### src/rtl/snake_body.sv
// snake_body: ordered segment store for the snake (index 0 = head).
// Accepts new head positions, grows on request, checks head-into-body
// collisions and answers registered display occupancy queries.
// Optional feature macro: SNAKE_SELF_COLLISION_EN (enables the CHECK/DEAD path).
module snake_body #(
  parameter int unsigned MAX_LEN  = 16,
  parameter int unsigned INIT_LEN = 3,
  parameter int unsigned XW       = 4,
  parameter int unsigned YW       = 4,
  parameter int unsigned LW       = 5
) (
  input  logic          clk,
  input  logic          reset,
  input  logic          step,
  input  logic [XW-1:0] head_x,
  input  logic [YW-1:0] head_y,
  input  logic          grow,
  input  logic [XW-1:0] qx,
  input  logic [YW-1:0] qy,
  output logic          q_hit,
  output logic [LW-1:0] length,
  output logic [XW-1:0] tail_x,
  output logic [YW-1:0] tail_y,
  output logic          busy,
  output logic          game_over
);

  localparam int unsigned IW = (MAX_LEN > 1) ? $clog2(MAX_LEN) : 1;

  typedef enum logic [1:0] {
    S_IDLE  = 2'd0,
    S_CHECK = 2'd1,
    S_SHIFT = 2'd2,
    S_DEAD  = 2'd3
  } state_e;

  state_e        state_q, state_d;
  logic [XW-1:0] seg_x_q [MAX_LEN];
  logic [YW-1:0] seg_y_q [MAX_LEN];
  logic [LW-1:0] len_q;
  logic [XW-1:0] hx_q;
  logic [YW-1:0] hy_q;
  logic          grow_q;
  logic          q_hit_q, hit_d;
  logic          latch, shift;
  logic          grow_eff, head_same;
  logic [XW-1:0] tail_x_d;
  logic [YW-1:0] tail_y_d;

`ifdef SNAKE_SELF_COLLISION_EN
  logic [IW-1:0] idx_q, idx_d;
  logic [IW-1:0] lim_q, lim_d;
  logic [IW-1:0] lim_start;
  logic          over_q, over_d;
  logic          cur_hit, idx_last;
`endif

  // Move acceptance terms evaluated against the live head segment
  always_comb begin
    grow_eff  = grow && (len_q < LW'(MAX_LEN));
    head_same = (head_x == seg_x_q[0]) && (head_y == seg_y_q[0]);
`ifdef SNAKE_SELF_COLLISION_EN
    // A non-growing move vacates the tail, so the tail is not a collision target
    lim_start = grow_eff ? IW'(len_q) : IW'(len_q - LW'(1));
    cur_hit   = (hx_q == seg_x_q[idx_q]) && (hy_q == seg_y_q[idx_q]);
    idx_last  = (idx_q == lim_q - IW'(1));
`endif
  end

  // Next-state and control decode
  always_comb begin
    state_d = state_q;
    latch   = 1'b0;
    shift   = 1'b0;
`ifdef SNAKE_SELF_COLLISION_EN
    idx_d   = idx_q;
    lim_d   = lim_q;
    over_d  = over_q;
`endif
    case (state_q)
      S_IDLE: begin
        if (step && !head_same) begin
          latch = 1'b1;
`ifdef SNAKE_SELF_COLLISION_EN
          state_d = S_CHECK;
          idx_d   = '0;
          lim_d   = lim_start;
`else
          state_d = S_SHIFT;
`endif
        end
      end
`ifdef SNAKE_SELF_COLLISION_EN
      S_CHECK: begin
        if (lim_q == '0) begin
          state_d = S_SHIFT;
        end else if (cur_hit) begin
          state_d = S_DEAD;
          over_d  = 1'b1;
        end else if (idx_last) begin
          state_d = S_SHIFT;
        end else begin
          idx_d = idx_q + IW'(1);
        end
      end
      S_DEAD: begin
        state_d = S_DEAD;
      end
`endif
      S_SHIFT: begin
        shift   = 1'b1;
        state_d = S_IDLE;
      end
      default: state_d = S_IDLE;
    endcase
  end

  // FSM state register
  always_ff @(posedge clk or negedge reset) begin
    if (!reset) begin
      state_q <= S_IDLE;
`ifdef SNAKE_SELF_COLLISION_EN
      idx_q   <= '0;
      lim_q   <= '0;
      over_q  <= 1'b0;
`endif
    end else begin
      state_q <= state_d;
`ifdef SNAKE_SELF_COLLISION_EN
      idx_q   <= idx_d;
      lim_q   <= lim_d;
      over_q  <= over_d;
`endif
    end
  end

  // Occupancy of the query cell and tail lookup over live segments
  always_comb begin
    hit_d    = 1'b0;
    tail_x_d = '0;
    tail_y_d = '0;
    for (int unsigned i = 0; i < MAX_LEN; i++) begin
      if ((LW'(i) < len_q) && (seg_x_q[i] == qx) && (seg_y_q[i] == qy)) begin
        hit_d = 1'b1;
      end
      if (LW'(i) == len_q - LW'(1)) begin
        tail_x_d = seg_x_q[i];
        tail_y_d = seg_y_q[i];
      end
    end
  end

  // Segment storage, latched head and registered query result
  always_ff @(posedge clk or negedge reset) begin
    if (!reset) begin
      for (int unsigned i = 0; i < MAX_LEN; i++) begin
        seg_x_q[i] <= '0;
        seg_y_q[i] <= '0;
      end
      len_q   <= LW'(INIT_LEN);
      hx_q    <= '0;
      hy_q    <= '0;
      grow_q  <= 1'b0;
      q_hit_q <= 1'b0;
    end else begin
      q_hit_q <= hit_d;
      if (latch) begin
        hx_q   <= head_x;
        hy_q   <= head_y;
        grow_q <= grow_eff;
      end
      if (shift) begin
        for (int unsigned i = 1; i < MAX_LEN; i++) begin
          seg_x_q[i] <= seg_x_q[i-1];
          seg_y_q[i] <= seg_y_q[i-1];
        end
        seg_x_q[0] <= hx_q;
        seg_y_q[0] <= hy_q;
        len_q      <= len_q + LW'(grow_q);
      end
    end
  end

  assign q_hit  = q_hit_q;
  assign length = len_q;
  assign tail_x = tail_x_d;
  assign tail_y = tail_y_d;
  assign busy   = (state_q == S_CHECK) || (state_q == S_SHIFT);
`ifdef SNAKE_SELF_COLLISION_EN
  assign game_over = over_q;
`else
  assign game_over = 1'b0;
`endif

endmodule

### config.mk
export PLATFORM = sky130hd
export DESIGN_NAME = snake_body
export DESIGN_NICKNAME = d
export VERILOG_FILES = /design/src/rtl/snake_body.sv
export SDC_FILE = /design/constraint.sdc
export NUM_CORES = 1
export LEC_CHECK = 0
export ABC_AREA = 1
export CORE_UTILIZATION = 56
export CTS_CLUSTER_DIAMETER = 50
export DETAILED_ROUTE_END_ITERATION = 10
export HOLD_SLACK_MARGIN = 0.05
export PLACE_DENSITY = 0.74
export SLEW_MARGIN = 20
export SYNTH_ARGS = -nofsm -noshare
export SYNTH_HDL_FRONTEND = slang
export SYNTH_SLANG_ARGS = --single-unit
### constraint.sdc
create_clock -name clk -period 2.2 [get_ports clk]
set_input_delay 0.44 -clock clk [delete_from_list [all_inputs] [get_ports clk]]
set_output_delay 0.44 -clock clk [all_outputs]
set_load 0.02 [all_outputs]
Word level (Yosys, flattened, before mapping)
Index checks and enable logic that the tools add are counted.
Cells by class
  eq/ne operators: 52
  muxes and demuxes: 53
  add/sub/neg operators: 2
  $lt $le $gt $ge: 17
  reduce and logical (&&, ||, !) cells: 39
Operators by type and width (number)
  4-bit == test: 34
  4-bit two-way mux: 32
  4-bit by 5-bit == test with 1-bit output, first input constant: 8
  4-bit by 5-bit less-than comparator with 1-bit output, first input constant: 8
  1-bit logical AND: 35
  3-bit by 5-bit == test with 1-bit output, first input constant: 4
  3-bit by 5-bit less-than comparator with 1-bit output, first input constant: 4
  1-bit two-way mux: 19
  2-bit by 5-bit == test with 1-bit output, first input constant: 2
  1-bit by 5-bit less-than comparator with 1-bit output, first input constant: 2
  2-bit by 5-bit less-than comparator with 1-bit output, first input constant: 2
  5-bit by 1-bit adder with 5-bit output: 1
  1-bit by 5-bit == test with 1-bit output, first input constant: 1
  5-bit logical NOT: 1
  5-bit less-than comparator, second input constant: 1
  5-bit by 1-bit subtractor with 5-bit output, second input constant: 1
  2-bit two-way mux: 2
  2-bit by 1-bit == test with 1-bit output, second input constant: 1
  2-bit == test, second input constant: 1
  2-bit logical NOT: 1
  2-bit inequality test, second input constant: 1
  1-bit logical NOT: 1
  1-bit logical OR: 1
Storage, ports and cells
  output and inout port bits: 16
  flip-flop bits (word level): 145
  input bits: 20

Logic depth before layout (Yosys ltp)
Gate-level depths: netlist of run 1.
  word-level depth: 19
  depth in mapped cells: 16
  gate-level depth less buffers: 14

Worst setup path after synthesis of run 1
OpenSTA, ideal clock, no wires.
  path kind: reg2out
  from: register len_q[0] (netlist: length[0])
  to: output tail_x[0]
  stages on the path, launching flop included: 14
  arrival time: 1.973 ns
  path slack: -0.213 ns
  data required time: 1.760 ns
  cell sequence: dfstp_2 buf_6 nor2_8 nand2_4 nand2_2 or2_4 nor3_4 buf_6 a21oi_1 nand3_1 nand2_1 nand4_1 nand2_1 nand2_1
Between the ends
  word-level cells in the longest chain between the ends: 18
Ends and longest elaborated chain
  from (decl): line 40  | logic [LW-1:0] len_q;
  from (signal assigned): line 160  | len_q <= LW'(INIT_LEN);
  from (signal assigned): line 179  | len_q <= len_q + LW'(grow_q);
  5-bit by 1-bit subtractor with 5-bit output *: line 146  | if (LW'(i) == len_q - LW'(1)) begin
  5-bit logical NOT: line 146
  4-bit two-way mux (15 in series): line 146
  4-bit two-way mux *: line 146
  to (decl): line 22  | output logic [XW-1:0] tail_x,
Mark *: on every way between the ends. The rest lies on a longest branch, timed or not.

Worst setup path in the final report of run 1
  from: register len_q[1] (netlist: length[1])
  to: output tail_y[2]
Between the ends
  word-level cells in the longest chain between the ends: 18
Ends and longest elaborated chain
  5-bit by 1-bit subtractor with 5-bit output *: line 146
  5-bit logical NOT: line 146
  4-bit two-way mux (15 in series): line 146
  4-bit two-way mux *: line 146
  to (decl): line 23  | output logic [YW-1:0] tail_y,
Marked as above.

==> results of run 1 <==
==> report_power, final <==
group | internal (uW) | switching, uW
registers | 3360 | 712
logic | 1910 | 2670
clock network | 1600 | 1140
==> cell usage in the layout (no fill, tap or decap), types with 3 or more instances in the layout <==
cell / synthesis / layout
o21ai_0: 122 / 122
dfrtp_1: 142 / 140
clkinv_2: 0 / 7
o2111ai_1: 3 / 3
clkinv_1: 5 / 5
clkdlybuf4s50_1: 0 / 22
o22ai_1: 19 / 19
nor2_4: 2 / 3
xnor2_1: 7 / 7
nand3_2: 0 / 7
inv_1: 109 / 108
buf_12: 0 / 13
buf_2: 23 / 3
nor2_1: 60 / 55
mux2_2: 5 / 5
nor3_1: 11 / 11
a2111oi_0: 4 / 4
nor2_2: 1 / 6
buf_4: 1 / 133
xor2_1: 67 / 67
clkbuf_16: 0 / 17
nand4_1: 49 / 49
a21oi_1: 23 / 21
nor3_2: 3 / 3
buf_6: 3 / 8
inv_2: 7 / 8
nand3_1: 41 / 34
nor4_1: 19 / 19
nand2_2: 2 / 8
nand2_1: 359 / 353
==> layout make-up <==
| type | instances | area, um2 | share of cell area [%] |
|---|---|---|---|
| Clock buffer | 21 | 460 | 4.31 |
| Tap cell | 184 | 230 | 2.16 |
| Sequential cell | 144 | 3610 | 33.8 |
| Timing Repair Buffer | 183 | 1620 | 15.2 |
| Clock inverter | 11 | 88.8 | 0.832 |
| Multi-Input combinational cell | 816 | 4200 | 39.4 |
| Inverter | 121 | 454 | 4.26 |
==> stage by stage <==
| stage | utilization, % | instances | setup TNS (ns) |
|---|---|---|---|
| global route | 72.9 | 1480 | -6.48 |
| global placement | 68.3 | 1440 | -5.29 |
| floorplan | - | 1137 | -1.17 |
| CTS | 72.3 | 1478 | -5.44 |
| detailed placement | 68.3 | 1440 | -5.54 |
| finish | 72.9 | 1480 | -5.46 |
==> synthesized netlist by cell type, drive strengths merged <==
master   count  area [um2]
nand2      362        1370
nor3        15         101
o211ai       2        15.0
xnor2        7        61.3
clkbuf      29         109
nor2        64         274
dfrtp      142        3550
ha           2        25.0
a2111oi      4        35.0
or2          2        15.0
o22ai       19         119
a221oi       2        17.5
o2111ai      3        26.3
o21ai      122         611
nor4        20         131
o311ai       1        8.76
buf         28         160
xor2        67         587
a31oi        1        6.26
mux2         5        56.3
conb         1        3.75
nand3       41         205
nand4       49         307
inv        116         435
dfstp        2        52.6
a21oi       23         115
clkinv       5        18.8
and2         1        6.26
o41ai        2        17.5
==> registers in the layout, indices dropped and copies added, names as in the netlist <==
register / cells
seg_x_q: 64
seg_y_q: 64
length: 5
hx_q: 4
hy_q: 4
grow_q: 1
q_hit: 1
state_q: 1
==> layer usage <==
metal,track usage [%],vias up,routed length (um)
met4,20.6,0,1260
met3,6.74,90,1890
met5,0,-,0
met1,43.1,4078,10400
li1,-,4003,-
met2,58.1,371,12500
==> critical path, delay by kind of cell, from the launching register on <==
family	cells	cell delay (ns)
AOI/OAI and AO/OA	1	0.04
buffers and inverters	3	0.37
DFF	1	0.64
and+or+nand+nor	10	0.98
==> final timing paths <==
check	start	to	slack (ns)
worst min register to register	hx_q[1]	seg_x_q[61]	0.48
worst max register to register	length[1]	q_hit	0.11
worst max-delay path	length[1]	tail_y[2]	-0.71
worst min-delay path	hx_q[1]	seg_x_q[61]	0.48
min in group asynchronous	reset	seg_y_q[0]	0.53
max in group asynchronous	reset	state_q[1]	1.01
==> logic make-up (layout without fill, tap and decap cells) <==
logic type / after synthesis / in the layout / synth area share (%)
other cells: 1 / 1 / 0.0444
buf+inv: 178 / 336 / 8.56
xor+xnor: 74 / 74 / 7.68
flops: 144 / 144 / 42.7
compound gates: 179 / 179 / 11.5
simple gates: 554 / 555 / 28.6
mux: 5 / 5 / 0.667
fa+ha+maj: 2 / 2 / 0.296
==> timing repair <==
action,4_1_cts,5_1_grt
setup buffers,5,1
hold buffers,1,0
endpoints found under the setup margin,10,9
resized for setup,43,23
cloned,0,1
endpoints found under the hold margin,46,0
pin swaps,0,2
==> flow_summary_export.csv, run 1 <==
group,metric,value,unit
clocking,clk-insertion-delay-late,0.43,ns
setup_path,path_cells,"nor2_8 -> nand2_4 -> nand2_2 -> or2_4 -> nor3_4 -> buf_12 -> buf_6 -> a21oi_1 -> nand3_1 -> nand2_1 -> nand4_1 -> nand2_1 -> nand2_2 -> buf_6",
setup_path,crit_path_start_kind,"flip-flop",
floorplanning,io_pins,36,
clocking,cts_tree,"done",
hold_path,holdPathStages,2,
detailed_routing,drc,6,
timing,finalMaxSlewViolations,0,
floorplanning,rows,44,
finish,fin_area,0.0107,mm2
floorplanning,die-area,0.0156,mm2
synthesis,yosysSeqAreaShare,42.7,%
global_route,grt_pass1_vias,8374,
placed_design,pre_cts_slack,-0.680,ns
setup_path,critPathKind,"flip-flop to output port",
status,violations,"design-rule violations, negative setup slack",
placed_design,place_hpwl,18800,um
placed_design,place_area,0.0100,mm2
clocking,cts_buffers,17,
timing,slew_headroom,61.7,%
timing,hold_viol,0,
setup_path,r2r_cells,8,
placed_design,gp_congestion,0.948,
detailed_routing,drt_pre_antenna_iters,8,
floorplanning,die_w,125,um
floorplanning,die_y,125,um
synthesis,postSynthAreaPerCell,7.43,um2
setup_path,cp.required,1.76,ns
global_route,antenna_found_initial,0,
synthesis,syn_inst,1137,
clocking,cts.sinks,144,
synthesis,synth_nets,1159,
power,p_per_area,1070,mW/mm2
detailed_routing,vias,8542,
hold_path,hp-class,"flip-flop to flip-flop",
synthesis,ys_ff_latch,144,
timing,max_freq,344,MHz
clocking,htreeDepth,4,
setup_path,critPathMaxFanout,10,
global_route,grt_max_degree,128,
status,run_status,"complete, but fails checks",
global_route,grt_pass1_wl,42200,um
detailed_routing,ant_nets,0,
finish,nFillCells,1183,
power,leakage,0.00517,uW
detailed_routing,routed_wl,26000,um
setup_path,critPathSlowestCell,"dfstp_2",
placed_design,portBuffers,34,
synthesis,ys_warn_count,0,
timing,worst_slack,-0.710,ns
timing,skew,0.00738,ns
finish,antenna_cells,0,
detailed_routing,post_drt_wl_per_cell,17.6,um
timing,worstMarginPinSlew,0.573,ns
finish,drive_gt1_share,18.5,%
setup_path,critPathArrivalTime,2.47,ns
run,max_cap_violations,0,
timing,finalCriticalPeriod,2.91,ns
floorplanning,coreArea,0.0146,mm2
clocking,cts_root_buffer,"clkbuf_16",
synthesis,synth_cell_types,42,
timing,finalSetupViolations,8,
timing,rsz0062_at_grt,"yes",
finish,final_nets,1305,
detailed_routing,viasPerCell,5.77,
power,ir_worst_vdd,609,uV
finish,synthToLayoutAreaGrowth,26.4,%
setup_path,cp-end-kind,"output port",
global_route,grt_overflow,0,
floorplanning,initial_core_util,57.7,%
setup_path,slowest_delay,0.64,ns
clocking,cts_buffer_depth,2,
timing,hold-worst-slack,0.479,ns
timing,final.period_utilization,132,%
global_route,grt_use_total,35.2,%
synthesis,netlist_area,0.00844,mm2
clocking,clk_pin_slew_worst_paths,0.06,ns
power,power,11400,uW
detailed_routing,drt_iter0_markers,860,
Note: power is estimated with default switching activity, not from simulation.
==> run 2: changes to the inputs <==
--- a/config.mk
+++ b/config.mk
@@ -6,7 +6,9 @@
 export NUM_CORES = 1
 export LEC_CHECK = 0
 export ABC_AREA = 1
+export CAP_MARGIN = 10
 export CORE_UTILIZATION = 56
+export CTS_BUF_LIST = sky130_fd_sc_hd__clkbuf_8 sky130_fd_sc_hd__clkbuf_16
 export CTS_CLUSTER_DIAMETER = 50
 export DETAILED_ROUTE_END_ITERATION = 10
 export HOLD_SLACK_MARGIN = 0.05
==> run 2 against run 1 <==
Net effect: the run still ends with design-rule violations, negative setup slack left; register-to-register slack about the same; sequential share of layout area unchanged; non-clock buffer count unchanged; routed wire length about the same; die area unchanged; via count decreased by 0.11%; worst hold slack about the same; sequential power about the same; cell area unchanged; largest cell class unchanged.
==> flow_summary_export.csv, run 2 (synthesized netlist as in run 1, its figures left out) <==
group,metric,value,unit
status,run_status,"complete, but fails checks",
status,violations,"design-rule violations, negative setup slack",
power,ir_worst_vdd,610,uV
global_route,grt_use_total,35.2,%
floorplanning,rows,44,
setup_path,timing.rr.start,"length[1]",
setup_path,rr_endpoint,"q_hit",
clocking,htreeDepth,4,
detailed_routing,drt_pre_antenna_iters,9,
timing,hold-worst-slack,0.479,ns
finish,final_nets,1305,
placed_design,gp_congestion,0.948,
timing,finalMaxSlewViolations,0,
timing,rsz0062_at_grt,"yes",
setup_path,critPathMaxFanout,10,
timing,slew_headroom,62.2,%
timing,skew,0.00771,ns
global_route,grt_pass1_wl,42200,um
floorplanning,initial_core_util,57.7,%
setup_path,critPathArrivalTime,2.48,ns
clocking,cts_root_buffer,"clkbuf_16",
detailed_routing,drc,6,
clocking,cts_buffer_depth,2,
finish,synthToLayoutAreaGrowth,26.4,%
detailed_routing,drt_iter0_markers,858,
floorplanning,die_w,125,um
floorplanning,die-area,0.0156,mm2
detailed_routing,vias,8533,
timing,worstMarginPinSlew,0.565,ns
hold_path,hp-start,"hx_q[1]",
setup_path,r2r_cells,8,
global_route,grt_max_degree,128,
clocking,clk_pin_slew_worst_paths,0.06,ns
global_route,grt_pass1_vias,8374,
timing,finalCriticalPeriod,2.92,ns
clocking,cts.sinks,144,
timing,finalSetupViolations,8,
global_route,grt_overflow,0,
floorplanning,die_y,125,um
power,leakage,0.00517,uW
global_route,antenna_found_initial,0,
floorplanning,io_pins,36,
clocking,cts_tree,"done",
hold_path,holdPathEnd,"seg_x_q[61]",
finish,final_cell_mix,"nand2_1, dfrtp_1, buf_4",
timing,worst_slack,-0.715,ns
placed_design,portBuffers,34,
timing,hold_viol,0,
detailed_routing,routed_wl,26000,um
finish,drive_gt1_share,18.5,%
setup_path,cp.required,1.76,ns
detailed_routing,post_drt_wl_per_cell,17.6,um
placed_design,place_hpwl,18800,um
detailed_routing,viasPerCell,5.77,
finish,final_common_cell,"nand2_1",
finish,finish.utilization,72.9,%
power,p_per_area,1070,mW/mm2
detailed_routing,ant_nets,0,
finish,fin_area,0.0107,mm2
setup_path,reg2reg_slack,0.12,ns
placed_design,place_area,0.0100,mm2
run,max_cap_violations,0,
setup_path,cp-end-kind,"output port",
setup_path,crit_path_start_kind,"flip-flop",
clocking,cts_buffers,17,
hold_path,hp-class,"flip-flop to flip-flop",
timing,final.period_utilization,133,%
finish,antenna_cells,0,
power,power,11400,uW
setup_path,critPathKind,"flip-flop to output port",
floorplanning,coreArea,0.0146,mm2
hold_path,holdPathStages,2,
timing,max_freq,343,MHz
clocking,clk-insertion-delay-late,0.43,ns
run 2: changes by cell type in the layout (fill, tap and decap cells not counted), sizes merged:
cell	previous run	this run
inv	117	119
clkbuf	21	19
run 2: power breakdown:
group | internal (uW) | switching (uW)
Clock | 1590 | 1140
Combinational | 1910 | 2680
Sequential | 3360 | 711
run 2: through the flow:
step                std cells  setup WS (ns)  TNS, ns
CTS                      1478         -0.714    -5.44
floorplan                1137         -0.213    -1.17
finish                   1480         -0.715    -5.44
detailed placement       1440         -0.680    -5.54
global placement         1440         -0.650    -5.29
global route             1480         -0.852    -6.48
run 2: timing repair:
item | 4_1_cts | 5_1_grt
setup endpoints to repair | 10 | 9
cloned | 0 | 1
resized for setup | 43 | 23
endpoints found under the hold margin | 46 | 0
hold buffers | 1 | 0
buffers inserted | 5 | 1
pin swaps | 0 | 2
run 2: metal layers:
metal,routed length (um),up-vias,GRT usage (%)
met3,1870,87,6.74
met1,10400,4060,43.1
met4,1260,0,20.6
li1,-,3998,-
met5,0,-,0
met2,12500,388,58.1
run 2: worst max-delay path, cell delays in order (launching register included):
cell and delay [ns]:
dfstp_2 0.64, nor2_8 0.08, nand2_4 0.07, nand2_2 0.05, or2_4 0.24, nor3_4 0.15
buf_12 0.16, buf_6 0.10, a21oi_2 0.03, nand3_1 0.10, nand2_1 0.08, nand3_1 0.08
nand2_1 0.08, nand3_2 0.07, buf_6 0.11
run 2: worst max-delay path by stage:
stage / depth (start not counted) / slack, ns / from / endpoint
6_report: 14 / -0.72 / length[1] / tail_y[1]
5_1_grt: 15 / -0.85 / length[1] / tail_y[0]
4_1_cts: 14 / -0.71 / length[0] / tail_y[1]
3_5_place_dp: 16 / -0.68 / length[1] / tail_y[2]
3_3_place_gp: 16 / -0.65 / length[1] / tail_y[2]
2_1_floorplan: 13 / -0.21 / length[0] / tail_x[0]
run 2: cell type report:
type                            count  area, um2
Timing Repair Buffer              183       1620
Inverter                          121        454
Tap cell                          184        230
Clock buffer                       19        453
Clock inverter                     13       96.3
Multi-Input combinational cell    816       4200
Sequential cell                   144       3610
Fill cell                        1183       3970
